File: config.mk
export PLATFORM = sky130hd
export DESIGN_NAME = cmd_sender_flat
export DESIGN_NICKNAME = d
export VERILOG_FILES = /design/src/rtl/cmd_sender_if.sv /design/src/rtl/cmd_sender.sv /design/src/flat_wrapper.sv
export SDC_FILE = /design/constraint.sdc
export NUM_CORES = 1
export LEC_CHECK = 0
export CORE_MARGIN = 2
export CORE_UTILIZATION = 57
export CTS_BUF_LIST = sky130_fd_sc_hd__clkbuf_8
export DETAILED_ROUTE_END_ITERATION = 8
export GPL_ROUTABILITY_DRIVEN = 0
export PLACE_DENSITY = 0.88
export SLEW_MARGIN = 20
export SYNTH_ARGS = -nofsm -noshare
export SYNTH_HDL_FRONTEND = slang
export SYNTH_SLANG_ARGS = --single-unit
File: constraint.sdc
create_clock -name clk -period 4.27 [get_ports clk]
set_input_delay 1.0675 -clock clk [delete_from_list [all_inputs] [get_ports clk]]
set_output_delay 1.0675 -clock clk [all_outputs]
set_load 0.005 [all_outputs]
File: src/rtl/cmd_sender_if.sv
// UART byte-level link between the command sender and the TX/RX UART.
// master = command sender, slave = UART.
interface cmd_sender_if;
  logic       trmt;
  logic [7:0] tx_data;
  logic       tx_done;
  logic       rx_rdy;
  logic [7:0] rx_data;
  logic       clr_rx_rdy;

  modport master (
    output trmt, tx_data, clr_rx_rdy,
    input  tx_done, rx_rdy, rx_data
  );

  modport slave (
    input  trmt, tx_data, clr_rx_rdy,
    output tx_done, rx_rdy, rx_data
  );
endinterface

File: src/rtl/cmd_sender.sv
// Host-side command sender: sends a 16-bit command as two UART bytes
// (high first), then waits for a one-byte response or a timeout.
module cmd_sender #(
  parameter int TIMEOUT_CYCLES = 2_000_000
) (
  input  logic         clk,
  input  logic         rst,
  input  logic [15:0]  cmd,
  input  logic         snd_cmd,
  output logic         busy,
  output logic         cmd_snt,
  output logic [7:0]   resp,
  output logic         resp_rdy,
  output logic         resp_timeout,
  cmd_sender_if.master uart
);

  localparam int TW = (TIMEOUT_CYCLES == 0) ? 1
                    : $clog2(TIMEOUT_CYCLES + 1);
  localparam logic [TW-1:0] TLAST =
    TW'((TIMEOUT_CYCLES == 0) ? 0 : TIMEOUT_CYCLES - 1);

  typedef enum logic [2:0] {
    IDLE, TX_HI, WAIT_HI, TX_LO, WAIT_LO, WAIT_RESP
  } state_t;

  state_t        state_q, state_d;
  logic [15:0]   buf_q, buf_d;
  logic [7:0]    txd_q, txd_d;
  logic [7:0]    resp_q, resp_d;
  logic [TW-1:0] tmr_q, tmr_d;
  logic          snt_q, snt_d;
  logic          rrdy_q, rrdy_d;
  logic          tout_q, tout_d;
  logic          clr_q, clr_d;
  logic          rx_ok;

  always_ff @(posedge clk) begin
    if (rst) begin
      state_q <= IDLE;
      buf_q   <= '0;
      txd_q   <= '0;
      resp_q  <= '0;
      tmr_q   <= '0;
      snt_q   <= 1'b0;
      rrdy_q  <= 1'b0;
      tout_q  <= 1'b0;
      clr_q   <= 1'b0;
    end else begin
      state_q <= state_d;
      buf_q   <= buf_d;
      txd_q   <= txd_d;
      resp_q  <= resp_d;
      tmr_q   <= tmr_d;
      snt_q   <= snt_d;
      rrdy_q  <= rrdy_d;
      tout_q  <= tout_d;
      clr_q   <= clr_d;
    end
  end

  always_comb begin
    state_d = state_q;
    buf_d   = buf_q;
    txd_d   = txd_q;
    resp_d  = resp_q;
    tmr_d   = tmr_q;
    snt_d   = snt_q;
    rrdy_d  = rrdy_q;
    tout_d  = tout_q;
    clr_d   = 1'b0;
    // A byte already being consumed must not be seen twice.
    rx_ok   = uart.rx_rdy && !clr_q;
    unique case (state_q)
      IDLE: begin
        if (snd_cmd) begin
          buf_d   = cmd;
          txd_d   = cmd[15:8];
          snt_d   = 1'b0;
          rrdy_d  = 1'b0;
          tout_d  = 1'b0;
          state_d = TX_HI;
        end
      end
      TX_HI: state_d = WAIT_HI;
      WAIT_HI: begin
        if (uart.tx_done) begin
          txd_d   = buf_q[7:0];
          state_d = TX_LO;
        end
      end
      TX_LO: state_d = WAIT_LO;
      WAIT_LO: begin
        if (uart.tx_done) begin
          snt_d   = 1'b1;
          tmr_d   = '0;
          state_d = WAIT_RESP;
        end
      end
      WAIT_RESP: begin
        if (tmr_q != '1) tmr_d = tmr_q + TW'(1);
        if (rx_ok) begin
          resp_d  = uart.rx_data;
          rrdy_d  = 1'b1;
          clr_d   = 1'b1;
          state_d = IDLE;
        end else if (TIMEOUT_CYCLES != 0 && tmr_q == TLAST) begin
          tout_d  = 1'b1;
          state_d = IDLE;
        end
      end
      default: state_d = IDLE;
    endcase
    if (rx_ok && state_q != WAIT_RESP) clr_d = 1'b1;
  end

  assign busy            = (state_q != IDLE);
  assign cmd_snt         = snt_q;
  assign resp            = resp_q;
  assign resp_rdy        = rrdy_q;
  assign resp_timeout    = tout_q;
  assign uart.trmt       = (state_q == TX_HI) || (state_q == TX_LO);
  assign uart.tx_data    = txd_q;
  assign uart.clr_rx_rdy = clr_q;

endmodule

File: src/flat_wrapper.sv
// flat-port wrapper written by rule: the top's interface ports become plain ports
module cmd_sender_flat 
#(
  parameter int TIMEOUT_CYCLES = 2_000_000
)
  (clk, rst, cmd, snd_cmd, busy, cmd_snt, resp, resp_rdy, resp_timeout, uart_trmt, uart_tx_data, uart_clr_rx_rdy, uart_tx_done, uart_rx_rdy, uart_rx_data);
  cmd_sender_if uart_i ();
  input  logic clk;
  input  logic rst;
  input  logic [15:0] cmd;
  input  logic snd_cmd;
  output logic busy;
  output logic cmd_snt;
  output logic [7:0] resp;
  output logic resp_rdy;
  output logic resp_timeout;
  output wire logic [$bits(uart_i.trmt)-1:0] uart_trmt;
  output wire logic [$bits(uart_i.tx_data)-1:0] uart_tx_data;
  output wire logic [$bits(uart_i.clr_rx_rdy)-1:0] uart_clr_rx_rdy;
  input wire logic [$bits(uart_i.tx_done)-1:0] uart_tx_done;
  input wire logic [$bits(uart_i.rx_rdy)-1:0] uart_rx_rdy;
  input wire logic [$bits(uart_i.rx_data)-1:0] uart_rx_data;
  assign uart_trmt = uart_i.trmt;
  assign uart_tx_data = uart_i.tx_data;
  assign uart_clr_rx_rdy = uart_i.clr_rx_rdy;
  assign uart_i.tx_done = uart_tx_done;
  assign uart_i.rx_rdy = uart_rx_rdy;
  assign uart_i.rx_data = uart_rx_data;
  cmd_sender #(.TIMEOUT_CYCLES(TIMEOUT_CYCLES)) u_core (.clk(clk), .rst(rst), .cmd(cmd), .snd_cmd(snd_cmd), .busy(busy), .cmd_snt(cmd_snt), .resp(resp), .resp_rdy(resp_rdy), .resp_timeout(resp_timeout), .uart(uart_i));
endmodule
==> out/metrics.cfg, run 1 <==
[synthesis]
synth-edff-count=0
synth-warning-count=0
mappedNetlistNets=320
async_flop_share_pct=0
yosys-top-cells-area=sky130_fd_sc_hd__dfxtp_1, sky130_fd_sc_hd__a21oi_1, sky130_fd_sc_hd__mux2i_1
synth.avg_cell_area_sq_um=8.32
yosysTopAreaCellShare_pct=43.1
syn_inst=290
ys_seq_elements=52
synth.largest_area_cell=sky130_fd_sc_hd__dfxtp_1
yosysSeqAreaShare_pct=43.1
synth_area_sq_mm=0.00241
synth_top_flop_cell=sky130_fd_sc_hd__dfxtp_1
netlist-cell-type-count=43

[sta]
min_period_over_period_pct=70.6
fin_ws_ns=1.25
rsz0062_at_grt=false
final.setup_skew_ns=0.00463
final_max_slew_viol_count=0
timing_worst_slew_pin_value_ns=0.931
fin_setup_tns_ns=0
finalHoldViolations=0
finalWorstPathRequiredPeriod_ns=3.02
setup_viol_count_final=0
maxSlewHeadroom_pct=38.0
achievable-frequency_mhz=332

[floorplanning]
fp.dieH_um=69.1
design.die.area_sq_mm=0.00477
num_io_pins=51
initial_core_util_pct=59.9
std_cell_rows=23
die_x_extent_um=69.1
fp.coreArea_sq_mm=0.00403

[global_routing]
via_count_of_the_first_global_routing_pass=2071
global_route_wire_length_before_repair_um=9380
antenna_violations_before_repair=0
globalRouteTotalUtil_pct=23.7
maximum_number_of_pins_on_one_net_before_global_route_repair=45
gr-total-overflow=0

[cts]
cts_repair_resize_count=0
path_clk_slew_ns=0.09
cts-htree-levels=2
root_buffer=sky130_fd_sc_hd__clkbuf_8
post_cts_hold_buffer_count=0
cts-root-to-sink-buffers=2
post_cts_repair_timing_setup_buffer_count=0
insertion_delay_ns=0.31
cts_made_buffers=5
clock_sinks=52
tritoncts=done

[pwr]
pwr_density_cell_mw_per_mm2=373
worst_ir_drop_vdd_uv=244
p_leak_nw=1.05

[final_layout]
insertedDiodeCount=0
drive_gt1_share_pct=5.67
final_common_cell=sky130_fd_sc_hd__dfxtp_1
num-nets-final=364
final_cell_count_without_fillers=385
layout.cell_area.non_filler_sq_mm=0.00305
syn_to_final_growth_pct=26.4
layout_common_cells=sky130_fd_sc_hd__dfxtp_1, sky130_fd_sc_hd__clkdlybuf4s50_1, sky130_fd_sc_hd__nor2_1

[worst_setup_path]
crit_path_frequent_cell=sky130_fd_sc_hd__a21oi_1
critPathArrivalTime_ns=3.21
worst_r2r_startpoint=u_core.state_q[0]
reg2regPathDepth=5
critical_path_cell_by_cell=clkdlybuf4s50_1 > and4bb_2 > nor4_1 > a21oi_1 > a41oi_1 > a21oi_1
critPathSlowestCell=sky130_fd_sc_hd__nor4_1
crit_fanout=11
critical_path.endpoint_type=flop
critPathLaunchType=primary input
crit_required_ns=4.46
reg2reg_setup_slack_ns=1.86
worstSetupStartpoint=uart_tx_done
r2r-end=u_core.tmr_q[13]
last_element_of_the_critical_path=u_core.tmr_q[13]
critical_path_class=primary input to flop
crit_path_max_incr_delay_ns=0.53

[route]
routed.top_layer=met4
vias_per_cell=5.79
drt_pre_antenna_iters=4
remaining_drc_errors=0
wire_length_on_met1_um=2470
met2RoutedLength_um=2750
met3_wirelength_um=315
route.final.wire_length_um=5580
ant_nets=0
detailroute.via_count=2228
wl_per_cell_um=14.5
drt_first_iter_violations=185

[placement]
place.detailed.hpwl_um=3790
buffer_ports.inserted=50
dp_cells=377
place_worst_setup_slack_ns=0.945
dpl_cell_area_sq_mm=0.00294

[job]
max_cap_viols=0

[worst_hold_path]
worst_hold_path_class=flop to flop
min_from=u_core.buf_q[0]

[run_status]
run_status=completed

==> state kept, by name, indices dropped and copies added, names as in the netlist <==
signal / cells
u_core.buf_q: 8
u_core.resp: 8
u_core.resp_timeout: 1
u_core.cmd_snt: 1
u_core.tmr_q: 21
u_core.resp_rdy: 1
u_core.state_q: 3
u_core.uart.clr_rx_rdy: 1
u_core.uart.tx_data: 8
==> metrics by stage <==
stage               total power, mW  util [%]  hold slack, ns
floorplan                     0.692         -           0.436
global placement              0.792      72.9           0.442
detailed placement            0.798      72.9           0.448
CTS                            1.14      75.7           0.461
global route                   1.19      75.7           0.483
finish                         1.14      75.7           0.460
==> cell usage after synthesis, types with 5 or more instances <==
| master | instances |
|---|---|
| sky130_fd_sc_hd__clkbuf_1 | 11 |
| sky130_fd_sc_hd__inv_1 | 6 |
| sky130_fd_sc_hd__o21ai_0 | 9 |
| sky130_fd_sc_hd__nand2_1 | 32 |
| sky130_fd_sc_hd__nand4_1 | 6 |
| sky130_fd_sc_hd__a31oi_1 | 10 |
| sky130_fd_sc_hd__dfxtp_1 | 52 |
| sky130_fd_sc_hd__nand3_1 | 8 |
| sky130_fd_sc_hd__nor2_1 | 39 |
| sky130_fd_sc_hd__a21oi_1 | 36 |
| sky130_fd_sc_hd__mux2i_1 | 17 |
| sky130_fd_sc_hd__nor3_1 | 5 |
==> cell type report <==
| type | instances | area, sq um |
|---|---|---|
| multi-input cells | 215 | 1280 |
| flip-flops and latches | 52 | 1040 |
| clock buffers | 5 | 68.8 |
| well taps | 50 | 62.6 |
| repair buffers | 54 | 531 |
| clock inverters | 3 | 46.3 |
| fillers | 301 | 978 |
| inverters | 6 | 22.5 |
==> critical path, delay by kind of cell <==
kind	cells	cell delay, ns
AO/OA/AOI/OAI	3	0.85
buffers and inverters	1	0.47
AND/OR/NAND/NOR	2	0.82
==> how the worst min path moves through the flow <==
| stage | to | slack, ns | depth (start not counted) |
|---|---|---|---|
| after floorplan | u_core.buf_q[0] | 0.44 | 2 |
| after global placement | u_core.buf_q[2] | 0.44 | 2 |
| after detailed placement | u_core.buf_q[0] | 0.45 | 2 |
| after CTS | u_core.buf_q[3] | 0.46 | 2 |
| after global routing | u_core.buf_q[3] | 0.48 | 2 |
| final | u_core.buf_q[0] | 0.46 | 2 |
==> cells by family (layout without fill, tap and decap cells) <==
group                      Yosys count  after routing  share of synthesized area, %
buffers and inverters               23             68                          4.15
adders and majority gates            1              1                         0.518
and+or+nand+nor                    120            120                          25.8
xor gates and xnor gates             3              3                          1.09
DFF                                 52             52                          43.1
muxes                               18             18                          7.52
AOI/OAI and AO/OA                   73             73                          17.8
==> power by group <==
part           switching (mW)  internal (mW)
Clock                   0.168          0.177
Sequential             0.0334          0.517
Combinational           0.115          0.126
Total                   0.316          0.820
==> metal layers <==
metal / track usage, % / vias to the layer above
li1: - / 1124
met1: 29.9 / 1040
met2: 40.5 / 59
met3: 6.14 / 5
met4: 5.66 / 0
met5: 0 / -
No activity file was read; power rests on OpenSTA's default activity.
==> inputs of run 2 (changes only) <==
--- a/config.mk
+++ b/config.mk
@@ -6,11 +6,11 @@
 export NUM_CORES = 1
 export LEC_CHECK = 0
 export CORE_MARGIN = 2
-export CORE_UTILIZATION = 57
+export CORE_UTILIZATION = 52
 export CTS_BUF_LIST = sky130_fd_sc_hd__clkbuf_8
 export DETAILED_ROUTE_END_ITERATION = 8
 export GPL_ROUTABILITY_DRIVEN = 0
-export PLACE_DENSITY = 0.88
+export PLACE_DENSITY = 0.81
 export SLEW_MARGIN = 20
 export SYNTH_ARGS = -nofsm -noshare
 export SYNTH_HDL_FRONTEND = slang
==> constraint.sdc (replaced) <==
create_clock -name clk -period 2.9 [get_ports clk]
set_input_delay 0.725 -clock clk [delete_from_list [all_inputs] [get_ports clk]]
set_output_delay 0.725 -clock clk [all_outputs]
set_load 0.005 [all_outputs]
==> run 2 against run 1 <==
Compared with the run above: utilization down 6.2 points; cell area up 0.57%; critical endpoint unchanged; cell count up 1.3%; global-route usage down 1.6 points; clock power up 41%; register-to-register slack worse by 1.3 ns.
==> out/metrics.cfg, run 2 (same netlist as run 1, synthesis figures left out) <==
[worst_setup_path]
crit_fanout=11  ; unchanged
r2r-end=u_core.tmr_q[13]
critPathLaunchType=primary input
crit_required_ns=3.14  ; -1.32 ns
worst_r2r_startpoint=u_core.tmr_q[0]
critical_path.endpoint_type=flop
reg2regPathDepth=6  ; +1
critical_path_class=primary input to flop
critPathArrivalTime_ns=2.80  ; -0.41 ns
reg2reg_setup_slack_ns=0.56  ; -1.30 ns

[route]
route.final.wire_length_um=5450  ; -2.3%
vias_per_cell=5.73  ; -1.1%
drt_pre_antenna_iters=4  ; unchanged
wl_per_cell_um=14.0  ; -3.6%
ant_nets=0  ; unchanged
drt_first_iter_violations=134  ; -28%
remaining_drc_errors=0  ; unchanged
detailroute.via_count=2233  ; +0.22%

[cts]
cts-root-to-sink-buffers=2  ; unchanged
clock_sinks=52  ; unchanged
root_buffer=sky130_fd_sc_hd__clkbuf_8
path_clk_slew_ns=0.09  ; about the same
post_cts_repair_timing_setup_buffer_count=0  ; unchanged
cts-htree-levels=2  ; unchanged
tritoncts=done
insertion_delay_ns=0.30  ; about the same
cts_made_buffers=5  ; unchanged
cts_repair_resize_count=0  ; unchanged
post_cts_hold_buffer_count=0  ; unchanged

[final_layout]
max_flop_register=u_core.tmr_q
layout_common_cells=sky130_fd_sc_hd__dfxtp_1, sky130_fd_sc_hd__clkdlybuf4s50_1, sky130_fd_sc_hd__nor2_1
syn_to_final_growth_pct=27.1
insertedDiodeCount=0  ; unchanged
largest_reg_flops=21  ; unchanged
drive_gt1_share_pct=6.21  ; +0.54 points
final.fill_count=360  ; +20%
final_common_cell=sky130_fd_sc_hd__dfxtp_1
num-nets-final=367  ; +0.82%
postLayoutCoreUtil_pct=69.5  ; -6.2 points

[sta]
finalHoldViolations=0  ; unchanged
final_max_slew_viol_count=0  ; unchanged
maxSlewHeadroom_pct=39.3  ; +1.3 points
finalWorstPathRequiredPeriod_ns=2.56
min_period_over_period_pct=88.4
final.setup_skew_ns=0.00517  ; +0.000544 ns
achievable-frequency_mhz=390
timing_worst_slew_pin_value_ns=0.911  ; -0.0198 ns
rsz0062_at_grt=false
setup_viol_count_final=0  ; unchanged
fin_setup_tns_ns=0  ; unchanged

[global_routing]
via_count_of_the_first_global_routing_pass=2012  ; -2.8%
globalRouteTotalUtil_pct=22.1  ; -1.6 points
global_route_wire_length_before_repair_um=9150  ; -2.5%
maximum_number_of_pins_on_one_net_before_global_route_repair=44  ; -2.2%
antenna_violations_before_repair=0  ; unchanged
gr-total-overflow=0  ; unchanged

[floorplanning]
fp.coreArea_sq_mm=0.00441  ; +9.6%
num_io_pins=51  ; unchanged
std_cell_rows=24  ; +4.3%
initial_core_util_pct=54.7  ; -5.2 points
design.die.area_sq_mm=0.00520  ; +9.1%
die_x_extent_um=72.1  ; +4.4%
fp.dieH_um=72.1  ; +4.4%

[worst_hold_path]
worst_hold_path_class=flop to flop
hold_path_end=u_core.buf_q[4]
min_from=u_core.buf_q[4]
hold-path-cell-count=2  ; unchanged

[pwr]
switchingPower_uw=441  ; +40%
share_seq_of_total_power_pct=49.0  ; +0.6 points
combinationalPowerShare_pct=21.5  ; +0.2 points
power_switching_share_pct=26.8  ; -1.0 points
pwr_density_cell_mw_per_mm2=537  ; +44%
clkPwrFrac_pct=29.4  ; -0.9 points
power.internal_mw=1.20  ; +47%
p_leak_nw=1.07  ; +1.9%
worst_ir_drop_vdd_uv=310  ; +27%

[placement]
buffer_ports.inserted=50  ; unchanged
place.detailed.hpwl_um=3830  ; +0.89%

[run_status]
run_status=completed

[job]
max_cap_viols=0  ; unchanged

-- run 2: cell count changes in the layout (fill, tap and decap cells not counted), sizes merged --
cell,previous run,this run
buf,4,7
clkinv,0,1
clkinvlp,1,0
-- run 2: stage by stage --
| step | power [mW] | instance area (sq um) | std cells | setup slack (ns) | hold WS (ns) |
|---|---|---|---|---|---|
| floorplan | 1.02 | 2410 | 290 | 0.796 | 0.436 |
| global placement | 1.17 | 2960 | 382 | 0.126 | 0.443 |
| detailed placement | 1.18 | 2960 | 382 | 0.0210 | 0.446 |
| CTS | 1.66 | 3070 | 390 | 0.353 | 0.459 |
| global route | 1.74 | 3070 | 390 | 0.206 | 0.492 |
| finish | 1.65 | 3070 | 390 | 0.337 | 0.459 |
-- run 2: metal layers --
metal / share of wire (%) / global-route usage (%)
met4: 2.2 / 8.60
met3: 4.8 / 5.00
met5: 0 / 0
met2: 49 / 36.4
met1: 44 / 28.2
-- run 2: power groups by stage --
| stage | logic (mW) | registers, mW | clock network (mW) |
|---|---|---|---|
| final | 0.355 | 0.807 | 0.485 |
| after detailed placement | 0.356 | 0.825 | 0 |
| after global routing | 0.401 | 0.818 | 0.522 |
| after floorplan | 0.218 | 0.801 | 0 |
| after global placement | 0.350 | 0.824 | 0 |
| after CTS | 0.359 | 0.807 | 0.496 |
-- run 2: area by class of cell --
cell class	count	area [sq um]	share of cell area (%)
clock buffers	5	68.8	2.24
inverters	6	22.5	0.734
clock inverters	3	38.8	1.26
multi-input cells	215	1280	41.7
well taps	52	65.1	2.12
repair buffers	57	553	18.0
flip-flops and latches	52	1040	33.9
-- run 2: how the worst max path moves through the flow --
stage | from | end | cells after the start
4_1_cts | uart_tx_done | u_core.tmr_q[13] | 6
3_5_place_dp | uart_tx_done | u_core.tmr_q[13] | 6
3_3_place_gp | uart_tx_done | u_core.tmr_q[13] | 6
2_1_floorplan | uart_tx_done | u_core.tmr_q[13] | 6
6_report | uart_tx_done | u_core.tmr_q[13] | 6
5_1_grt | uart_tx_done | u_core.tmr_q[13] | 6
-- run 2: worst max-delay path: stages --
cell	delay, ns
sky130_fd_sc_hd__clkdlybuf4s50_1	0.54
sky130_fd_sc_hd__and4bb_2	0.30
sky130_fd_sc_hd__nor4_1	0.08
sky130_fd_sc_hd__a21oi_1	0.73
sky130_fd_sc_hd__a41oi_1	0.26
sky130_fd_sc_hd__a21oi_1	0.17
==> inputs of run 3 (changes only) <==
--- a/config.mk
+++ b/config.mk
@@ -8,6 +8,7 @@
 export CORE_MARGIN = 2
 export CORE_UTILIZATION = 52
 export CTS_BUF_LIST = sky130_fd_sc_hd__clkbuf_8
+export CTS_CLUSTER_DIAMETER = 100
 export DETAILED_ROUTE_END_ITERATION = 8
 export GPL_ROUTABILITY_DRIVEN = 0
 export PLACE_DENSITY = 0.81
==> results of run 3 <==
The final DEF is identical to that of run 2; final timing and power are the same.
